### src/rtl/trng_pkg.sv
// Shared types and default parameters for the TRNG collector.
package trng_pkg;
    typedef enum logic [1:0] {ST_IDLE, ST_WARMUP, ST_COLLECT, ST_FAIL} trng_state_e;

    localparam int DEF_WORD_W        = 32;
    localparam int DEF_FIFO_DEPTH    = 4;
    localparam int DEF_WARMUP_CYCLES = 256;
    localparam int DEF_REP_LIMIT     = 32;
endpackage

### src/rtl/trng_fifo.sv
// Synchronous show-ahead FIFO with occupancy output; pushes while full are ignored.
module trng_fifo #(
    parameter int WIDTH = 32,
    parameter int DEPTH = 4
) (
    input  logic                       clk,
    input  logic                       reset,
    input  logic                       push_i,
    input  logic [WIDTH-1:0]           wdata_i,
    input  logic                       pop_i,
    output logic [WIDTH-1:0]           rdata_o,
    output logic                       valid_o,
    output logic                       full_o,
    output logic [$clog2(DEPTH):0]     level_o
);
    localparam int AW = $clog2(DEPTH);

    logic [DEPTH-1:0][WIDTH-1:0] mem_q;
    logic [AW-1:0]               wptr_q, rptr_q;
    logic [AW:0]                 level_q;
    logic                        do_push, do_pop;

    assign valid_o = (level_q != '0);
    assign full_o  = (level_q == (AW+1)'(DEPTH));
    assign do_push = push_i && !full_o;
    assign do_pop  = pop_i && valid_o;
    assign rdata_o = mem_q[rptr_q];
    assign level_o = level_q;

    always_ff @(posedge clk) begin
        if (reset) begin
            mem_q   <= '0;
            wptr_q  <= '0;
            rptr_q  <= '0;
            level_q <= '0;
        end else begin
            if (do_push) begin
                mem_q[wptr_q] <= wdata_i;
                wptr_q        <= wptr_q + AW'(1);
            end
            if (do_pop) rptr_q <= rptr_q + AW'(1);
            case ({do_push, do_pop})
                2'b10:   level_q <= level_q + (AW+1)'(1);
                2'b01:   level_q <= level_q - (AW+1)'(1);
                default: level_q <= level_q;
            endcase
        end
    end
endmodule

### src/rtl/trng_collector.sv
// TRNG consumer: warm-up discard, repetition-count health test, word assembly, FIFO.
// Define TRNG_VN_DEBIAS_EN to enable von Neumann debiasing of the raw stream.
module trng_collector
    import trng_pkg::*;
#(
    parameter int WORD_W        = DEF_WORD_W,
    parameter int FIFO_DEPTH    = DEF_FIFO_DEPTH,
    parameter int WARMUP_CYCLES = DEF_WARMUP_CYCLES,
    parameter int REP_LIMIT     = DEF_REP_LIMIT
) (
    input  logic                            clk,
    input  logic                            reset,
    input  logic                            enable,
    output logic                            trng_en,
    input  logic                            trng_out,
    output logic                            rd_valid,
    input  logic                            rd_ready,
    output logic [WORD_W-1:0]               rd_data,
    output logic                            health_fail,
    output logic [$clog2(FIFO_DEPTH):0]     fifo_level
);
    localparam int WC_W  = $clog2(WARMUP_CYCLES + 1);
    localparam int RUN_W = $clog2(REP_LIMIT + 1);
    localparam int BC_W  = $clog2(WORD_W);

    trng_state_e       state_q, state_d;
    logic              trng_en_q;
    logic [WC_W-1:0]   wcnt_q, wcnt_d;
    logic [RUN_W-1:0]  run_q, run_d;
    logic              prev_q, prev_d;
    logic [WORD_W-1:0] shift_q, shift_d;
    logic [BC_W-1:0]   bcnt_q, bcnt_d;
    logic              pend_q, pend_d;
    logic              bit_vld, bit_val, push, fifo_full;
`ifdef TRNG_VN_DEBIAS_EN
    logic              pair_vld_q, pair_vld_d, pair_bit_q, pair_bit_d;
`endif

    always_comb begin
        state_d = state_q;
        wcnt_d  = wcnt_q;
        run_d   = run_q;
        prev_d  = prev_q;
        shift_d = shift_q;
        bcnt_d  = bcnt_q;
        pend_d  = pend_q;
        bit_vld = 1'b0;
        bit_val = trng_out;
`ifdef TRNG_VN_DEBIAS_EN
        pair_vld_d = pair_vld_q;
        pair_bit_d = pair_bit_q;
`endif
        // A completed word waits in the shift register until the FIFO has room.
        push = pend_q && !fifo_full;
        if (push) pend_d = 1'b0;

        case (state_q)
            ST_IDLE: begin
                if (enable) begin
                    state_d = ST_WARMUP;
                    wcnt_d  = '0;
                end
            end
            ST_WARMUP: begin
                if (!enable)                                 state_d = ST_IDLE;
                else if (wcnt_q == WC_W'(WARMUP_CYCLES - 1)) state_d = ST_COLLECT;
                else                                         wcnt_d  = wcnt_q + WC_W'(1);
            end
            ST_COLLECT: begin
                if (!enable) begin
                    state_d = ST_IDLE;
                end else begin
                    run_d  = (run_q == '0 || trng_out != prev_q) ? RUN_W'(1) : run_q + RUN_W'(1);
                    prev_d = trng_out;
                    if (run_d == RUN_W'(REP_LIMIT)) begin
                        state_d = ST_FAIL;
                    end else begin
`ifdef TRNG_VN_DEBIAS_EN
                        if (pair_vld_q) begin
                            pair_vld_d = 1'b0;
                            bit_vld    = (trng_out != pair_bit_q);
                            bit_val    = pair_bit_q;
                        end else begin
                            pair_vld_d = 1'b1;
                            pair_bit_d = trng_out;
                        end
`else
                        bit_vld = 1'b1;
`endif
                    end
                end
            end
            ST_FAIL: begin
                if (!enable) state_d = ST_IDLE;
            end
            default: state_d = ST_IDLE;
        endcase

        // Bits arriving while a held word is still blocked are dropped.
        if (bit_vld && (!pend_q || push)) begin
            shift_d = {shift_q[WORD_W-2:0], bit_val};
            if (bcnt_q == BC_W'(WORD_W - 1)) begin
                bcnt_d = '0;
                pend_d = 1'b1;
            end else begin
                bcnt_d = bcnt_q + BC_W'(1);
            end
        end

        if (state_d != ST_COLLECT) begin
            run_d   = '0;
            prev_d  = 1'b0;
            shift_d = '0;
            bcnt_d  = '0;
            pend_d  = 1'b0;
`ifdef TRNG_VN_DEBIAS_EN
            pair_vld_d = 1'b0;
            pair_bit_d = 1'b0;
`endif
        end
    end

    always_ff @(posedge clk) begin
        if (reset) begin
            state_q   <= ST_IDLE;
            trng_en_q <= 1'b0;
            wcnt_q    <= '0;
            run_q     <= '0;
            prev_q    <= 1'b0;
            shift_q   <= '0;
            bcnt_q    <= '0;
            pend_q    <= 1'b0;
`ifdef TRNG_VN_DEBIAS_EN
            pair_vld_q <= 1'b0;
            pair_bit_q <= 1'b0;
`endif
        end else begin
            state_q   <= state_d;
            trng_en_q <= (state_d == ST_WARMUP) || (state_d == ST_COLLECT);
            wcnt_q    <= wcnt_d;
            run_q     <= run_d;
            prev_q    <= prev_d;
            shift_q   <= shift_d;
            bcnt_q    <= bcnt_d;
            pend_q    <= pend_d;
`ifdef TRNG_VN_DEBIAS_EN
            pair_vld_q <= pair_vld_d;
            pair_bit_q <= pair_bit_d;
`endif
        end
    end

    assign trng_en     = trng_en_q;
    assign health_fail = (state_q == ST_FAIL);

    trng_fifo #(
        .WIDTH (WORD_W),
        .DEPTH (FIFO_DEPTH)
    ) u_fifo (
        .clk     (clk),
        .reset   (reset),
        .push_i  (push),
        .wdata_i (shift_q),
        .pop_i   (rd_ready),
        .rdata_o (rd_data),
        .valid_o (rd_valid),
        .full_o  (fifo_full),
        .level_o (fifo_level)
    );
endmodule

### config.mk
export PLATFORM = sky130hd
export DESIGN_NAME = trng_collector
export DESIGN_NICKNAME = d
export VERILOG_FILES = /design/src/rtl/trng_pkg.sv /design/src/rtl/trng_fifo.sv /design/src/rtl/trng_collector.sv
export SDC_FILE = /design/constraint.sdc
export NUM_CORES = 1
export LEC_CHECK = 0
export CORE_AREA = 2 2 119 121
export DETAILED_ROUTE_END_ITERATION = 7
export DIE_AREA = 0 0 121 123
export PLACE_DENSITY = 0.76
export SLEW_MARGIN = 20
export SYNTH_ARGS = -nofsm -noshare
export SYNTH_HDL_FRONTEND = slang
export SYNTH_SLANG_ARGS = --single-unit
export TNS_END_PERCENT = 100
### constraint.sdc
create_clock -name clk -period 7.7 [get_ports clk]
set_input_delay 0.77 -clock clk [delete_from_list [all_inputs] [get_ports clk]]
set_output_delay 0.77 -clock clk [all_outputs]
set_load 0.01 [all_outputs]
==> run metrics, run 1 <==
cell count after synthesis 943; VDD IR-drop max 0.265 mV; Die Y 123 µm; worst hold path depth 2; f_max 310 MHz; maximum fanout along the worst path 34; Yosys reg bits 192; ys flop type dfxtp_1; CTS Root Cell clkbuf_16; # diodes 0; final worst path period need 3.23 ns; Die Span X 121 µm; PortBufs 42; number of remaining DRC errors 0; RSZ-0062 raised after global routing no; initial antenna violation count 0; area grow syn2layout 12.7%; share of post-route cells with drive strength above 1 8.80%; worst slew pin tran 1.03 ns; PwrDens 213 nW/µm²; CP Launch Type register; core area 13600 µm²; setup bufs post-CTS 0; Nets 960; Syn. warnings 0; total iterations of the first detailed-routing run 5; Antenna Nets Post-Route 0; Inst Count DP 1103; Initial Util 58.6%; Boundary Pins 43; syn_area_per_cell 8.47 µm²; Setup TNS Final 0 ns; Total GRT Usage 24.7%; CTS tree yes; CTS Hold Bufs 0; clk_lat worst skew 0.43 ns; Max Slew Vio Count 0; Clock Sinks 192; most common cell after layout, fill and taps aside nand2_1; cell leakage power 2.86 nW; Synth async-reset ratio 0%; Hold Fails Final Rpt 0; row count 43; final setup violating endpoints 0; hold_ws 0.453 ns; number of global-route vias before repair 6078; first-pass GRT wire length 29.1 mm; Netlist cell types 46; min-delay worst type reg2reg; crit path kind reg2out; Final Cycle Share 41.9%; required time of the critical path 6.93 ns; outcome complete, no violations; Num CTS Buffers 17; clk_skew 0.0101 ns; aggregate global routing overflow 0; Die ar. 14900 µm²; fin cells 1135; Resized cells post-CTS 0; most frequent cells in the layout nand2_1 (306), dfxtp_1 (191), a21oi_1 (139), clkdlybuf4s50_1 (41), nand3_1 (36); R2R cell count 12; number of max-cap violations 0; FF-to-FF Start wcnt_q[0]; sequential element share of the synthesized area 48.2%; Post-synth EDFFs 0; via count 6349; Final HPWL DP 9.71 mm; H-tree depth 4; Placement Cell Area 8380 µm²; Min-Delay Endpoint u_fifo.mem_q[7]; pin count of the biggest net entering global routing 102; CTS Buffer Depth 2; CP Data Arrival Time 2.46 ns; critical path capture point type output pin; Vias/cell 5.59; Routed WL 17.4 mm; placer congestion estimate 0.844; wire per inst 15.3 µm; Worst-path clk slew 0.06 ns; Net Count, Synth 961; Slew HR 31.3%; Power, Total 1.91 mW; min-delay src u_fifo.mem_q[7]; reg2reg setup slack 4.80 ns; r2r endpoint shift_q[28]; design area 8990 µm²; initial DRC count 531; mapped cell area 7980 µm²
[layer usage]
layer	vias up	share of wire, %	wire length (µm)	global-route usage [%]
met5	-	0	0	0
met4	0	1.2	213	7.92
li1	3176	-	-	-
met2	149	49	8570	42.5
met3	18	4.4	762	4.84
met1	3006	45	7860	31.3
[state kept, by name, summed over array words and instances (netlist names)]
| signal | flops |
|---|---|
| u_fifo.mem_q | 128 |
| shift_q | 32 |
| wcnt_q | 9 |
| run_q | 6 |
| bcnt_q | 5 |
| u_fifo.level_o | 3 |
| state_q | 2 |
| u_fifo.rptr_q | 2 |
| u_fifo.wptr_q | 2 |
| pend_q | 1 |
| prev_q | 1 |
| trng_en | 1 |
[cell families (layout without fill, tap and decap cells)]
logic type	after synthesis	after routing	share of synthesized area [%]
muxes	33	33	9.15
and+or+nand+nor	414	414	21.5
AOI/OAI and AO/OA	197	197	13.0
adders and majority gates	13	13	2.13
DFF	192	192	48.2
buffers and inverters	81	93	4.62
xor gates and xnor gates	13	13	1.43
[how the worst max path moves through the flow]
stage | start | to | slack [ns]
final | u_fifo.rptr_q[0] | rd_data[0] | 4.47
after detailed placement | enable | bcnt_q[2] | 4.25
after CTS | u_fifo.rptr_q[0] | rd_data[0] | 4.43
after global placement | enable | bcnt_q[2] | 4.33
after global routing | u_fifo.rptr_q[0] | rd_data[0] | 4.33
after floorplan | wcnt_q[2] | shift_q[30] | 5.00
[critical path, cell delays in order, from the launching register on]
cell and delay, ns:
dfxtp_2 0.31, buf_4 0.55, mux4_2 0.64, clkdlybuf4s50_1 0.50
[cell usage after synthesis, types with 4 or more instances]
| master | n | area share (%) |
|---|---|---|
| mux4_2 | 32 | 9.0 |
| nand2b_1 | 4 | 0.31 |
| clkbuf_1 | 58 | 2.7 |
| xnor2_1 | 5 | 0.55 |
| dfxtp_1 | 192 | 48 |
| buf_6 | 8 | 1.1 |
| nor3_1 | 4 | 0.25 |
| o21ai_0 | 23 | 1.4 |
| and2_1 | 4 | 0.31 |
| or3_1 | 4 | 0.31 |
| nand2_1 | 306 | 14 |
| o21ai_1 | 18 | 1.1 |
| a21oi_1 | 139 | 8.7 |
| buf_2 | 4 | 0.25 |
| nor2_1 | 31 | 1.5 |
| nand4_1 | 5 | 0.39 |
| and3_1 | 8 | 0.63 |
| inv_1 | 9 | 0.42 |
| xor2_1 | 8 | 0.88 |
| ha_1 | 12 | 1.9 |
| nand3_1 | 36 | 2.3 |
[where the power goes]
| part | internal, mW | total, mW | switching [mW] | leakage [nW] |
|---|---|---|---|---|
| sequential | 0.994 | 0.994 | 0.000872 | 1.55 |
| combinational | 0.00406 | 0.0192 | 0.0151 | 1.02 |
| clock | 0.535 | 0.900 | 0.365 | 0.296 |
[stage by stage]
step / setup WS, ns / utilization [%]
3_3_place_gp: 4.33 / 61.5
5_1_grt: 4.33 / 66.1
2_1_floorplan: 5.00 / -
3_5_place_dp: 4.25 / 61.5
4_1_cts: 4.43 / 66.0
6_report: 4.47 / 66.1
[final cells by class]
type	count	area, µm²
clock buffer	22	474
clock inverter	10	134
fill	1112	4620
inverter	9	33.8
multi-input combinational	670	3790
sequential	192	3840
tap	180	225
timing repair buffer	52	493
No activity file was read; power rests on OpenSTA's default activity.
==> run 2: changes to the inputs <==
--- a/config.mk
+++ b/config.mk
@@ -5,10 +5,10 @@
 export SDC_FILE = /design/constraint.sdc
 export NUM_CORES = 1
 export LEC_CHECK = 0
-export CORE_AREA = 2 2 119 121
+export CORE_AREA = 2 2 120 122
 export DETAILED_ROUTE_END_ITERATION = 7
-export DIE_AREA = 0 0 121 123
-export PLACE_DENSITY = 0.76
+export DIE_AREA = 0 0 122 124
+export PLACE_DENSITY = 0.74
 export SLEW_MARGIN = 20
 export SYNTH_ARGS = -nofsm -noshare
 export SYNTH_HDL_FRONTEND = slang
==> constraint.sdc (replaced) <==
create_clock -name clk -period 3.12 [get_ports clk]
set_input_delay 0.312 -clock clk [delete_from_list [all_inputs] [get_ports clk]]
set_output_delay 0.312 -clock clk [all_outputs]
set_load 0.01 [all_outputs]
==> run 2 against run 1 <==
Sequential share of layout area shrank 0.38 points. First-iteration DRC count grew 3.2%. Clock power grew 150%. Wire length shrank 2.3%. Utilization grew 0.075 points. Final cell count grew 0.44%. Worst hold slack lost 0.29 ns. Critical path depth grew 8. Die area grew 1.6%. Combinational power grew to 2.6 times the previous value. Sequential cell count is the same. Highest routed layer unchanged.
==> run metrics, run 2 (same netlist as run 1, synthesis figures left out) <==
crit-path cells ha_1 -> nand2_1 -> nor2_1 -> ha_1 -> and2_1 -> nor2_1 -> a211oi_1 -> ha_1 -> nand2b_1 -> nor4b_1 -> a32o_1 (was buf_4 -> mux4_2 -> clkdlybuf4s50_1); Setup TNS Final 0 ns (unchanged); Inst Count DP 1109 (was 1103); RSZ-0062 raised after global routing no (unchanged); first-pass GRT wire length 28.4 mm (was 29.1 mm); CP Launch Type register (unchanged); wire per inst 14.9 µm (was 15.3 µm); utilization after layout 66.1% (about the same); Final Cycle Share 83.2%; f_max 385 MHz; CTS tree yes (unchanged); number of remaining DRC errors 0 (unchanged); Vias/cell 5.56 (was 5.59); Max Slew Vio Count 0 (unchanged); Resized cells post-CTS 0 (unchanged); initial antenna violation count 0 (unchanged); number of max-cap violations 0 (unchanged); Hold Fails Final Rpt 0 (unchanged); PwrDens 520 nW/µm² (was 213 nW/µm²); Slew HR 56.4% (was 31.3%); critical path capture point type register (was output pin); min-delay worst type in2reg (was reg2reg); Boundary Pins 43 (unchanged); Clock Sinks 192 (unchanged); Final HPWL DP 9.77 mm (was 9.71 mm); Die ar. 15100 µm² (was 14900 µm²); Power, Total 4.72 mW (was 1.91 mW); Antenna Nets Post-Route 0 (unchanged); most frequent cells in the layout nand2_1 (306), dfxtp_1 (191), a21oi_1 (139), clkdlybuf4s50_1 (41), nand3_1 (36) (unchanged); worst slew pin tran 0.654 ns (was 1.03 ns); placer congestion estimate 0.847 (was 0.844); via count 6333 (was 6349); Worst path slowest cell dfxtp_1 (was mux4_2); number of global-route vias before repair 5961 (was 6078); Net Sw Power 938 µW (was 381 µW); fin cells 1140 (was 1135); pin count of the biggest net entering global routing 135 (was 102); Die Span X 122 µm (was 121 µm); Net Sw Frac 19.9% (about the same); aggregate global routing overflow 0 (unchanged); required time of the critical path 3.48 ns (was 6.93 ns); total iterations of the first detailed-routing run 5 (unchanged); PortBufs 42 (unchanged); CTS Buffer Depth 2 (unchanged); initial DRC count 548 (was 531); Regs by FF count u_fifo.mem_q x128, shift_q x32, wcnt_q x9 (unchanged); clock network fraction of design power 46.9% (was 47.0%); P_int 3.78 mW (was 1.53 mW); CTS Root Cell clkbuf_16 (unchanged); area grow syn2layout 13.7% (was 12.7%); max reg flops 128 (unchanged); Num CTS Buffers 17 (unchanged); cell leakage power 2.91 nW (was 2.86 nW); Logic pwr share 1.1% (was 1.0%); maximum fanout along the worst path 12 (was 34); Routed WL 17.0 mm (was 17.4 mm); final worst path period need 2.60 ns; setup bufs post-CTS 0 (unchanged); VDD IR-drop max 0.414 mV (was 0.265 mV); sequential power share 52.0% (about the same); clk_lat worst skew 0.43 ns (about the same); row count 43 (unchanged); H-tree depth 4 (unchanged); Nets 966 (was 960); most common cell after layout, fill and taps aside nand2_1 (unchanged); Worst path max stage delay 0.42 ns (was 0.64 ns); crit-path most repeated cell ha_1; CTS Hold Bufs 0 (unchanged); Die Y 124 µm (was 123 µm); clk_skew 0.00713 ns (was 0.0101 ns); crit path kind reg2reg (was reg2out); Reg with most FFs u_fifo.mem_q (unchanged); outcome complete, no violations (unchanged); final setup violating endpoints 0 (unchanged); Worst-path clk slew 0.06 ns (about the same); Initial Util 58.2% (was 58.6%); Total GRT Usage 23.9% (was 24.7%); CP Data Arrival Time 2.96 ns (was 2.46 ns); share of post-route cells with drive strength above 1 9.17% (was 8.80%); # diodes 0 (unchanged); core area 13700 µm² (was 13600 µm²)
## run 2: worst paths after layout
check	cells past startpoint	end	startpoint	slack [ns]
max	11	bcnt_q[3]	wcnt_q[0]	0.52
min	2	u_fifo.level_o[2]	reset	0.17
max reg2reg	11	bcnt_q[3]	wcnt_q[0]	0.52
min reg2reg	2	u_fifo.mem_q[25]	u_fifo.mem_q[25]	0.45
## run 2: power by group through the flow
stage	clock network, mW	logic [mW]	registers, mW
global placement	0	0.0508	2.51
detailed placement	0	0.0505	2.51
global route	2.36	0.0547	2.45
CTS	2.25	0.0504	2.45
floorplan	0	0.0326	2.51
finish	2.22	0.0504	2.45
## run 2: critical path: cells and delay by family, from the launching register on
kind	cells	cell delay (ns)
AOI/OAI and AO/OA	2	0.48
adders and majority gates	3	0.62
DFF	1	0.42
and+or+nand+nor	6	1.02
## run 2: layout make-up
cell class	count	area [µm²]
fill	1159	4640
sequential	192	3840
multi-input combinational	670	3780
timing repair buffer	58	588
clock buffer	21	470
tap	180	225
clock inverter	10	134
inverter	9	33.8
## run 2: through the flow
step                setup WS, ns  cell area [µm²]  hold WS (ns)
finish                     0.524             9070         0.168
global placement           0.584             8470         0.440
detailed placement         0.512             8470         0.443
global route               0.239             9070         0.166
CTS                        0.507             9070         0.163
floorplan                  0.422             7980         0.433
## run 2: per-layer routing
metal,wire [µm],global-route usage (%),vias up
met5,0,0,-
met4,220,7.83,0
met3,904,5.40,22
met2,8250,40.4,150
met1,7630,30.6,2969
li1,-,-,3192
